--- config.mk ---
export PLATFORM = sky130hd
export DESIGN_NAME = bcd_7seg_decoder
export DESIGN_NICKNAME = d
export VERILOG_FILES = /design/src/rtl/bcd_7seg_pkg.sv /design/src/rtl/bcd_7seg_lut.sv /design/src/rtl/bcd_7seg_decoder.sv
export SDC_FILE = /design/constraint.sdc
export NUM_CORES = 1
export LEC_CHECK = 0
export ABC_AREA = 1
export BUFFER_PORTS_ARGS = -buffer_cell sky130_fd_sc_hd__buf_2
export CAP_MARGIN = 15
export CORE_MARGIN = 1
export CORE_UTILIZATION = 34
export DETAILED_ROUTE_END_ITERATION = 10
export PLACE_DENSITY = 0.54
export RECOVER_POWER = 100
export SETUP_SLACK_MARGIN = 0.2
export SYNTH_ARGS = -nofsm -noshare
export SYNTH_HDL_FRONTEND = slang
export SYNTH_HIERARCHICAL = 1
export SYNTH_SLANG_ARGS = --single-unit
--- constraint.sdc ---
create_clock -name CLOCK_50 -period 1.25 [get_ports CLOCK_50]
set_clock_uncertainty 0.05 [all_clocks]
set_input_delay 0.25 -clock CLOCK_50 [delete_from_list [all_inputs] [get_ports CLOCK_50]]
set_output_delay 0.25 -clock CLOCK_50 [all_outputs]
set_load 0.02 [all_outputs]
--- src/rtl/bcd_7seg_pkg.sv ---
// rtl/bcd_7seg_pkg.sv - shared seven-segment pattern constants and polarity helper
package bcd_7seg_pkg;

  // Active-high segment pattern, bit 6 = a down to bit 0 = g
  typedef logic [6:0] seg_t;

  localparam seg_t SEG_0   = 7'b1111110;
  localparam seg_t SEG_1   = 7'b0110000;
  localparam seg_t SEG_2   = 7'b1101101;
  localparam seg_t SEG_3   = 7'b1111001;
  localparam seg_t SEG_4   = 7'b0110011;
  localparam seg_t SEG_5   = 7'b1011011;
  localparam seg_t SEG_6   = 7'b1011111;
  localparam seg_t SEG_7   = 7'b1110000;
  localparam seg_t SEG_8   = 7'b1111111;
  localparam seg_t SEG_9   = 7'b1111011;
  localparam seg_t SEG_A   = 7'b1110111;
  localparam seg_t SEG_B   = 7'b0011111;
  localparam seg_t SEG_C   = 7'b1001110;
  localparam seg_t SEG_D   = 7'b0111101;
  localparam seg_t SEG_E   = 7'b1001111;
  localparam seg_t SEG_F   = 7'b1000111;
  localparam seg_t SEG_OFF = 7'b0000000;
  localparam seg_t SEG_ALL = 7'b1111111;

  function automatic seg_t apply_polarity(input seg_t lit, input bit active_low);
    return lit ^ {7{active_low}};
  endfunction

endpackage

--- src/rtl/bcd_7seg_lut.sv ---
// rtl/bcd_7seg_lut.sv - combinational 4-bit code to active-high segment pattern
module bcd_7seg_lut
  import bcd_7seg_pkg::*;
#(
  parameter bit HEX_MODE = 1'b0
) (
  input  logic [3:0] code,
  output seg_t       pattern
);

  always_comb begin
    pattern = SEG_OFF;
    case (code)
      4'h0: pattern = SEG_0;
      4'h1: pattern = SEG_1;
      4'h2: pattern = SEG_2;
      4'h3: pattern = SEG_3;
      4'h4: pattern = SEG_4;
      4'h5: pattern = SEG_5;
      4'h6: pattern = SEG_6;
      4'h7: pattern = SEG_7;
      4'h8: pattern = SEG_8;
      4'h9: pattern = SEG_9;
      // Non-BCD codes stay dark unless hex display is wanted
      4'hA: pattern = HEX_MODE ? SEG_A : SEG_OFF;
      4'hB: pattern = HEX_MODE ? SEG_B : SEG_OFF;
      4'hC: pattern = HEX_MODE ? SEG_C : SEG_OFF;
      4'hD: pattern = HEX_MODE ? SEG_D : SEG_OFF;
      4'hE: pattern = HEX_MODE ? SEG_E : SEG_OFF;
      4'hF: pattern = HEX_MODE ? SEG_F : SEG_OFF;
      default: pattern = SEG_OFF;
    endcase
  end

endmodule

--- src/rtl/bcd_7seg_decoder.sv ---
// rtl/bcd_7seg_decoder.sv - registered BCD to seven-segment decoder with lamp test and ripple blanking
module bcd_7seg_decoder
  import bcd_7seg_pkg::*;
#(
  parameter bit ACTIVE_LOW = 1'b1,
  parameter bit HEX_MODE   = 1'b0
) (
  input  logic CLOCK_50,
  input  logic KEY0,
  input  logic A,
  input  logic B,
  input  logic C,
  input  logic D,
  input  logic en,
  input  logic blank,
  input  logic lt,
  input  logic rbi,
  output logic a,
  output logic b,
  output logic c,
  output logic d,
  output logic e,
  output logic f,
  output logic g,
  output logic rbo
);

  logic [3:0] code;
  seg_t       lut_pattern;
  seg_t       lit_next;
  logic       zero_suppress;
  seg_t       seg_q;
  logic       rbo_q;

  assign code = {A, B, C, D};

  bcd_7seg_lut #(
    .HEX_MODE (HEX_MODE)
  ) u_lut (
    .code    (code),
    .pattern (lut_pattern)
  );

  assign zero_suppress = rbi && (code == 4'h0);

  always_comb begin
    lit_next = lut_pattern;
    if (lt)
      lit_next = SEG_ALL;
    else if (blank || zero_suppress)
      lit_next = SEG_OFF;
  end

  // Polarity is folded in before the register so the outputs are glitch-free flops
  always_ff @(posedge CLOCK_50) begin
    if (!KEY0) begin
      seg_q <= apply_polarity(SEG_OFF, ACTIVE_LOW);
      rbo_q <= 1'b0;
    end else if (en) begin
      seg_q <= apply_polarity(lit_next, ACTIVE_LOW);
      rbo_q <= zero_suppress && !lt && !blank;
    end
  end

  assign {a, b, c, d, e, f, g} = seg_q;
  assign rbo = rbo_q;

endmodule

==> impl_metrics.tcl, run 1 <==
set metrics [dict create \
    switchingPower_uw 207 \
    io_buffers 17 \
    status "finished clean" \
    synth_edf_count 0 \
    slew_violations 0 \
    synth.area.top_cells "dfxtp_1 28%, nand2_1 27%, ha_1 13%, inv_1 7.3%, a21oi_1 6.2%" \
    syn_area_um2 569 \
    cpPeakStageDelay_ns 0.32 \
    first_iter_violations 9 \
    synth_nets 107 \
    p_int_uw 460 \
    required_ns 0.95 \
    yosys.area.top_type "dfxtp_1" \
    final_hold_viol_count 0 \
    power_frac_comb_pct 27.9 \
    fillers 181 \
    path_clk_slew_ns 0.05 \
    cts_max_level 1 \
    synth_commonest_cells "41 x nand2_1, 11 x inv_1, 8 x dfxtp_1, 7 x a21oi_1, 7 x nand3_1" \
    crit_slowest_cell "dfxtp_1" \
    grt_pass1_wl_um 2100 \
    switching_share_pct 31.0 \
    clkPwrFrac_pct 29.7 \
    diodes 0 \
    postCtsSetupBuffers 0 \
    first_pass_iters 4 \
    cts_buffer_depth 2 \
    setup_viol 0 \
    cp-startpoint "seg_q[0]" \
    peakVddDrop_mv 0.645 \
    max_cap_viol_count 0 \
    cp-endpoint "g" \
    yosysMostFrequentCell "nand2_1" \
    area.growth.synth_to_final_pct 32.5 \
    worstSetupPathType "reg2out" \
    crit_path_end_kind "output port" \
    ant_nets 0 \
    num_vias 604 \
    clkSinkCount 8 \
    core_region_area_mm2 0.00154 \
    cts_hold_buf 0 \
    clkLatencyLatePin_ns 0.25 \
    relSlewSlack_pct 81.9 \
    grtUsageTotal_pct 15.0 \
    antenna_found_initial 0 \
    r2r-end "seg_q[4]" \
    die_w_um 42.9 \
    ys_async_sr_fraction_pct 0 \
    die_y_um 42.9 \
    reg2reg_from "seg_q[4]" \
    dpl.hpwl_um 948 \
    start_util_pct 36.9 \
    synth-main-ff-cell "dfxtp_1" \
    netlist_instances 91 \
    postRouteWirelength_um 1240 \
    fin_tns_setup_ns 0 \
    finalCritPeriodShare_pct 88.8 \
    crit_arrival_ns 0.81 \
    cts_buffers 3 \
    synth.avg_cell_area_um2 6.26 \
    synth_cell_types 12 \
    utilization_pct 48.9 \
    crit_family "flip-flops" \
    path_buf_inv 1 \
    grt_pass1_vias 538 \
    path_max_fanout 2 \
    seq_power_share_pct 42.4 \
    path_cells "clkbuf_1" \
    drive_gt1_share_pct 27.0 \
    synth_top_area_share_pct 28.1 \
    rows 14 \
    drc 0 \
    ios 18 \
    ys_ff_latch 8 \
    post_drt_wl_per_cell_um 9.46 \
    cp-start-kind "register" \
    ys_warn_count 6 \
    overflow 0 \
    gp_congestion 0.795 \
    seq_area_frac_synth_pct 28.1 \
    nets 133 \
    hold_path.class "in2reg" \
    dieArea_mm2 0.00184 \
    min_period_ns 1.11 \
    tightest_slew_ns 0.271 \
    grt_max_degree 9 \
    p_leak_uw 0.000421 \
    cts_tree "yes" \
    max_freq_mhz 901 \
    cts-root-buf "clkbuf_4" \
    p_per_area_mw_per_mm2 884 \
    via_per_inst 4.61 \
    rsz0062_at_grt "true" \
    worst-path-stages 1 \
    reg2reg_slack_ns 0.58 \
    r2r_cells 2 \
]
[cell type report]
class,instances,area [um^2],area share [%]
Multi-Input combinational cell,70,353,46.8
Sequential cell,8,161,21.4
Timing Repair Buffer,21,144,19.1
Inverter,13,53.8,7.13
Clock buffer,3,22.5,2.99
Tap cell,16,20.0,2.65
[repair_timing]
item                                    CTS  global route
endpoints found under the setup margin    0            10
gates resized for setup                   0            21
hold endpoints to repair                  0             0
[metal layers]
| layer | track usage [%] | vias to the layer above | share of wire [%] |
|---|---|---|---|
| met4 | 3.75 | 0 | 0 |
| met3 | 6.38 | 0 | 4.7 |
| met5 | 0 | - | 0 |
| met2 | 22.4 | 13 | 44 |
| met1 | 19.6 | 259 | 51 |
| li1 | - | 332 | - |
[per-stage QoR]
| step | std cells | setup WS, ns | cell area [um^2] | hold WS [ns] | power (uW) |
|---|---|---|---|---|---|
| after floorplan | 91 | 0.204 | 572 | 0.381 | 397 |
| after global placement | 128 | -0.0101 | 707 | 0.400 | 461 |
| after detailed placement | 128 | -0.0216 | 707 | 0.398 | 464 |
| after CTS | 131 | 0.202 | 729 | 0.228 | 662 |
| after global routing | 131 | 0.107 | 754 | 0.244 | 721 |
| final | 131 | 0.140 | 754 | 0.235 | 667 |
[sequential cells by signal, indices dropped and copies added (netlist names)]
signal / cells
seg_q: 7
rbo: 1
[worst min-delay path by stage]
stage / start / end / slack (ns) / depth (start not counted)
6_report: blank / rbo / 0.24 / 4
5_1_grt: blank / rbo / 0.24 / 4
4_1_cts: blank / rbo / 0.23 / 4
3_5_place_dp: seg_q[2] / seg_q[2] / 0.40 / 2
3_3_place_gp: seg_q[5] / seg_q[5] / 0.40 / 2
2_1_floorplan: blank / rbo / 0.38 / 3
[cells in the final DEF (no fill, tap or decap)]
master,instances
a21oi_1,7
a21oi_2,1
buf_2,7
buf_4,6
buf_6,4
clkbuf_1,3
clkbuf_4,4
dfxtp_1,7
dfxtp_2,1
ha_1,6
inv_1,9
inv_2,2
inv_4,2
nand2_1,41
nand2_2,2
nand3_1,8
nand3_2,1
nor2_1,3
nor2_2,1
[cells by family (layout without fill, tap and decap cells)]
family | after synthesis | after routing | synth area share [%]
flops | 8 | 8 | 28.1
buf+inv | 13 | 37 | 8.57
fa+ha+maj | 6 | 6 | 13.2
simple gates | 56 | 56 | 42.4
compound gates | 8 | 8 | 7.69
[power by group through the flow]
stage	clock (uW)	sequential (uW)	combinational [uW]
floorplan	0	308	88.6
global placement	0	285	176
detailed placement	0	286	178
CTS	202	281	179
global route	227	284	210
finish	198	283	186
(Power assumes the default switching activity.)
==> inputs of run 2 (changes only) <==
--- a/config.mk
+++ b/config.mk
@@ -11,7 +11,6 @@
 export CORE_MARGIN = 1
 export CORE_UTILIZATION = 34
 export DETAILED_ROUTE_END_ITERATION = 10
-export PLACE_DENSITY = 0.54
 export RECOVER_POWER = 100
 export SETUP_SLACK_MARGIN = 0.2
 export SYNTH_ARGS = -nofsm -noshare
==> constraint.sdc (replaced) <==
create_clock -name CLOCK_50 -period 1.4 [get_ports CLOCK_50]
set_clock_uncertainty 0.05 [all_clocks]
set_input_delay 0.28 -clock CLOCK_50 [delete_from_list [all_inputs] [get_ports CLOCK_50]]
set_output_delay 0.28 -clock CLOCK_50 [all_outputs]
set_load 0.02 [all_outputs]
==> run 2 against run 1 <==
Against the previous run:
- sequential share of layout area rose by 2.2 points
- largest cell class unchanged
- critical endpoint is now d
- cell area fell by 10%
- setup slack improved by 0.11 ns
- highest routed layer unchanged
- clock power fell by 9%
==> impl_metrics.tcl, run 2 (synthesis results as in run 1) <==
set metrics [dict create \
    antenna_found_initial 0 \
    min_period_ns 1.15 \
    path_max_fanout 2 \
    cpPeakStageDelay_ns 0.33 \
    cts_buffer_depth 2 \
    final_cell_mix "42 x nand2_1, 11 x inv_1, 10 x clkbuf_1" \
    cp-start-kind "register" \
    peakVddDrop_mv 0.525 \
    worst-path-stages 1 \
    power_frac_comb_pct 24.5 \
    path_cells "clkbuf_1" \
    cp-startpoint "seg_q[3]" \
    utilization_pct 44.1 \
    die_y_um 42.9 \
    crit_arrival_ns 0.82 \
    dieArea_mm2 0.00184 \
    p_per_area_mw_per_mm2 840 \
    reg2reg_from "seg_q[0]" \
    cts_tree "yes" \
    clkPwrFrac_pct 31.6 \
    rows 14 \
    switching_share_pct 31.8 \
    largest_reg_flops 7 \
    gp_congestion 0.785 \
    grt_pass1_vias 510 \
    ios 18 \
    cp-endpoint "d" \
    fin_tns_setup_ns 0 \
    r2r_cells 2 \
    num_vias 610 \
    r2r-end "seg_q[0]" \
    slew_violations 0 \
    path_clk_slew_ns 0.06 \
    first_pass_iters 4 \
    first_iter_violations 8 \
    reg2reg_slack_ns 0.74 \
    multi_input_area_um2 350 \
    p_int_uw 390 \
    seqCellArea_um2 160 \
    dpl.hpwl_um 905 \
    cts_max_level 1 \
    drive_gt1_share_pct 15.2 \
    finalPower_uw 571 \
    path_buf_inv 1 \
    area.growth.synth_to_final_pct 19.3 \
    via_per_inst 4.77 \
    largest-register "seg_q" \
    overflow 0 \
    finalCritPeriodShare_pct 81.9 \
    crit_path_end_kind "output port" \
    tightest_slew_ns 0.257 \
    seq_power_share_pct 43.9 \
    drc 0 \
    setup_viol 0 \
    required_ns 1.07 \
    cts_buffers 3 \
    nets 130 \
    grt_pass1_wl_um 2060 \
    max_freq_mhz 873 \
    hold_path.class "in2reg" \
    cts_resized 0 \
    grt_max_degree 9 \
    max_cap_viol_count 0 \
    die_w_um 42.9 \
    io_buffers 17 \
    postRouteWirelength_um 1100 \
    p_leak_uw 0.000378 \
    cts-root-buf "clkbuf_4" \
    cts_hold_buf 0 \
    rsz0062_at_grt "false" \
    clkSinkCount 8 \
    grtUsageTotal_pct 14.6 \
    switchingPower_uw 181 \
    worstSetupPathType "reg2out" \
    relSlewSlack_pct 82.9 \
    diodes 0 \
    final_common_cell "nand2_1" \
    final_hold_viol_count 0 \
    crit_slowest_cell "dfxtp_1" \
    crit_family "flip-flops" \
    ant_nets 0 \
    post_drt_wl_per_cell_um 8.57 \
    start_util_pct 36.9 \
    core_region_area_mm2 0.00154 \
    postCtsSetupBuffers 0 \
    status "finished clean" \
    clkLatencyLatePin_ns 0.25 \
    fillers 181 \
]
[run 2: cell types whose count changed in the layout (fill, tap and decap cells not counted), sizes merged]
cell,delta
buf,-9
clkbuf,+6
[run 2: power groups by stage]
stage	Clock, uW	Sequential, uW	Combinational, uW
final	180	251	140
after global routing	198	252	163
after CTS	183	250	150
after detailed placement	0	255	149
after global placement	0	255	148
after floorplan	0	275	78.3
[run 2: worst min-delay path by stage]
stage,to,cells after the start,slack [ns],startpoint
floorplan,rbo,3,0.41,blank
finish,rbo,4,0.27,blank
global route,rbo,4,0.29,blank
CTS,rbo,4,0.26,blank
global placement,seg_q[2],2,0.40,seg_q[2]
detailed placement,seg_q[5],2,0.40,seg_q[5]
[run 2: layer usage]
| layer | vias to the layer above | GRT usage (%) | wire [um] |
|---|---|---|---|
| met5 | - | 0 | 0 |
| met4 | 0 | 3.75 | 0 |
| met3 | 0 | 6.38 | 67 |
| met2 | 19 | 21.8 | 485 |
| met1 | 267 | 19.2 | 544 |
| li1 | 324 | - | - |
[run 2: final cells by class]
class,instances,area share (%)
clock buffer,3,3.31
inverter,13,7.18
multi-input combinational,70,51.6
sequential,8,23.6
tap,16,2.95
timing repair buffer,18,11.4
[run 2: metrics by stage]
stage | setup slack, ns | cell area, um^2 | instances | hold WS (ns)
2_1_floorplan | 0.281 | 569 | 91 | 0.411
3_3_place_gp | 0.0907 | 682 | 125 | 0.399
3_5_place_dp | 0.0705 | 682 | 125 | 0.403
4_1_cts | 0.319 | 704 | 128 | 0.265
5_1_grt | 0.203 | 679 | 128 | 0.295
6_report | 0.254 | 679 | 128 | 0.266
==> inputs of run 3 (changes only) <==
==> constraint.sdc (replaced) <==
create_clock -name CLOCK_50 -period 1.2 [get_ports CLOCK_50]
set_clock_uncertainty 0.05 [all_clocks]
set_input_delay 0.24 -clock CLOCK_50 [delete_from_list [all_inputs] [get_ports CLOCK_50]]
set_output_delay 0.24 -clock CLOCK_50 [all_outputs]
set_load 0.02 [all_outputs]
==> run 3 against run 2 <==
Against the previous run:
- combinational power increased by 60%
- clock power increased by 14%
- flip-flop and latch count unchanged
- utilization increased by 9.7 points
- critical path depth unchanged
- global-route usage decreased by 0.34 points
- sequential share of layout area decreased by 4.3 points
- non-clock buffer count increased by 3
- die area unchanged
- critical path type unchanged
- critical endpoint is now c
==> impl_metrics.tcl, run 3 (synthesis results as in run 1) <==
set metrics [dict create \
    status "finished clean" \
    relSlewSlack_pct 79.5 \
    fin_tns_setup_ns 0 \
    first_pass_iters 4 \
    p_int_uw 503 \
    cts_hold_buf 0 \
    slew_violations 0 \
    ant_nets 0 \
    dpl.hpwl_um 939 \
    cpPeakStageDelay_ns 0.35 \
    die_w_um 42.9 \
    dieArea_mm2 0.00184 \
    fillers 170 \
    cts_tree "yes" \
    first_iter_violations 7 \
    path_max_fanout 2 \
    diodes 0 \
    dpl-instance-area_um2 732 \
    crit_arrival_ns 0.73 \
    tightest_slew_ns 0.306 \
    p_leak_uw 0.000446 \
    switchingPower_uw 224 \
    grt_pass1_vias 523 \
    postCtsSetupBuffers 0 \
    hold_path.class "in2reg" \
    cts-root-buf "clkbuf_4" \
    die_y_um 42.9 \
    drc 0 \
    gp_congestion 0.755 \
    dp_slack_ns -0.0618 \
    cp-start-kind "register" \
    core_region_area_mm2 0.00154 \
    grtUsageTotal_pct 14.3 \
    num_vias 627 \
    crit_slowest_cell "dfxtp_1" \
    clkSinkCount 8 \
    crit_family "flip-flops" \
    required_ns 0.91 \
    setup_ws_ns 0.182 \
    postRouteWirelength_um 1320 \
    peakVddDrop_mv 0.655 \
    post_drt_wl_per_cell_um 10.0 \
    overflow 0 \
    p_per_area_mw_per_mm2 876 \
    final_common_cell "nand2_1" \
    grt_max_degree 9 \
    antenna_found_initial 0 \
    ios 18 \
    cts_max_level 1 \
    path_clk_slew_ns 0.06 \
    final_hold_viol_count 0 \
    r2r_cells 2 \
    fin_area_um2 830 \
    via_per_inst 4.79 \
    min_period_ns 1.02 \
    cts_buffer_depth 2 \
    finalCritPeriodShare_pct 84.9 \
    final_cell_mix "40 x nand2_1, 9 x inv_1, 8 x buf_6, 8 x dfxtp_1" \
    clkPwrFrac_pct 28.4 \
    grt_pass1_wl_um 2000 \
    area.growth.synth_to_final_pct 45.7 \
    start_util_pct 36.9 \
    largest-register "seg_q" \
    max_cap_viol_count 0 \
    nets 133 \
    worst-path-stages 1 \
    switching_share_pct 30.9 \
    crit_path_end_kind "output port" \
    path_buf_inv 1 \
    io_buffers 17 \
    cts_buffers 3 \
    setup_viol 0 \
    rsz0062_at_grt "true" \
    max_freq_mhz 982 \
    worstSetupPathType "reg2out" \
    path_cells "buf_6" \
    utilization_pct 53.8 \
    clkLatencyLatePin_ns 0.25 \
    hold_depth 4 \
    drive_gt1_share_pct 32.2 \
    power_frac_comb_pct 30.8 \
    rows 14 \
    seq_power_share_pct 40.8 \
    largest_reg_flops 7 \
]
-- run 3: cell count changes in the layout (fill, tap and decap cells not counted), moves of 2 or more --
cell / delta
clkbuf_1: -10
buf_6: +8
buf_4: +3
ha_1: -2
inv_1: -2
nand2_1: -2
nand2_2: +2
-- run 3: layer usage --
| layer | part of all wire (%) | GRT usage [%] |
|---|---|---|
| met4 | 0 | 1.88 |
| met2 | 50 | 23.3 |
| met3 | 3.8 | 6.38 |
| met5 | 0 | 0 |
| met1 | 46 | 17.7 |
-- run 3: stage by stage --
step,instances,hold slack (ns),power (uW)
after floorplan,91,0.371,420
after global placement,128,0.395,489
after detailed placement,128,0.398,492
after CTS,131,0.212,726
after global routing,131,0.226,767
final,131,0.218,727
-- run 3: final cells by class --
cell class / instances / area (um^2) / area share [%]
Multi-Input combinational cell: 70 / 375 / 45.2
Timing Repair Buffer: 21 / 190 / 22.9
Sequential cell: 8 / 160 / 19.3
Inverter: 13 / 61.3 / 7.39
Clock buffer: 3 / 22.5 / 2.71
Tap cell: 16 / 20.0 / 2.41
-- run 3: final timing paths --
| check | start | endpoint | slack [ns] |
|---|---|---|---|
| worst max register to register | seg_q[6] | seg_q[6] | 0.51 |
| worst min register to register | rbo | rbo | 0.44 |
| worst max-delay path | seg_q[4] | c | 0.18 |
| worst min-delay path | blank | rbo | 0.22 |
-- run 3: power by group through the flow --
stage | sequential (uW) | combinational, uW | clock (uW)
after CTS | 300 | 215 | 210
after floorplan | 321 | 99.0 | 0
final | 297 | 224 | 206
after global routing | 298 | 247 | 221
after detailed placement | 298 | 194 | 0
after global placement | 297 | 192 | 0
-- run 3: timing repair --
action,4_1_cts,5_1_grt
resized for setup,24,11
pin swaps,0,2
setup endpoints to repair,8,10
cloned,0,0
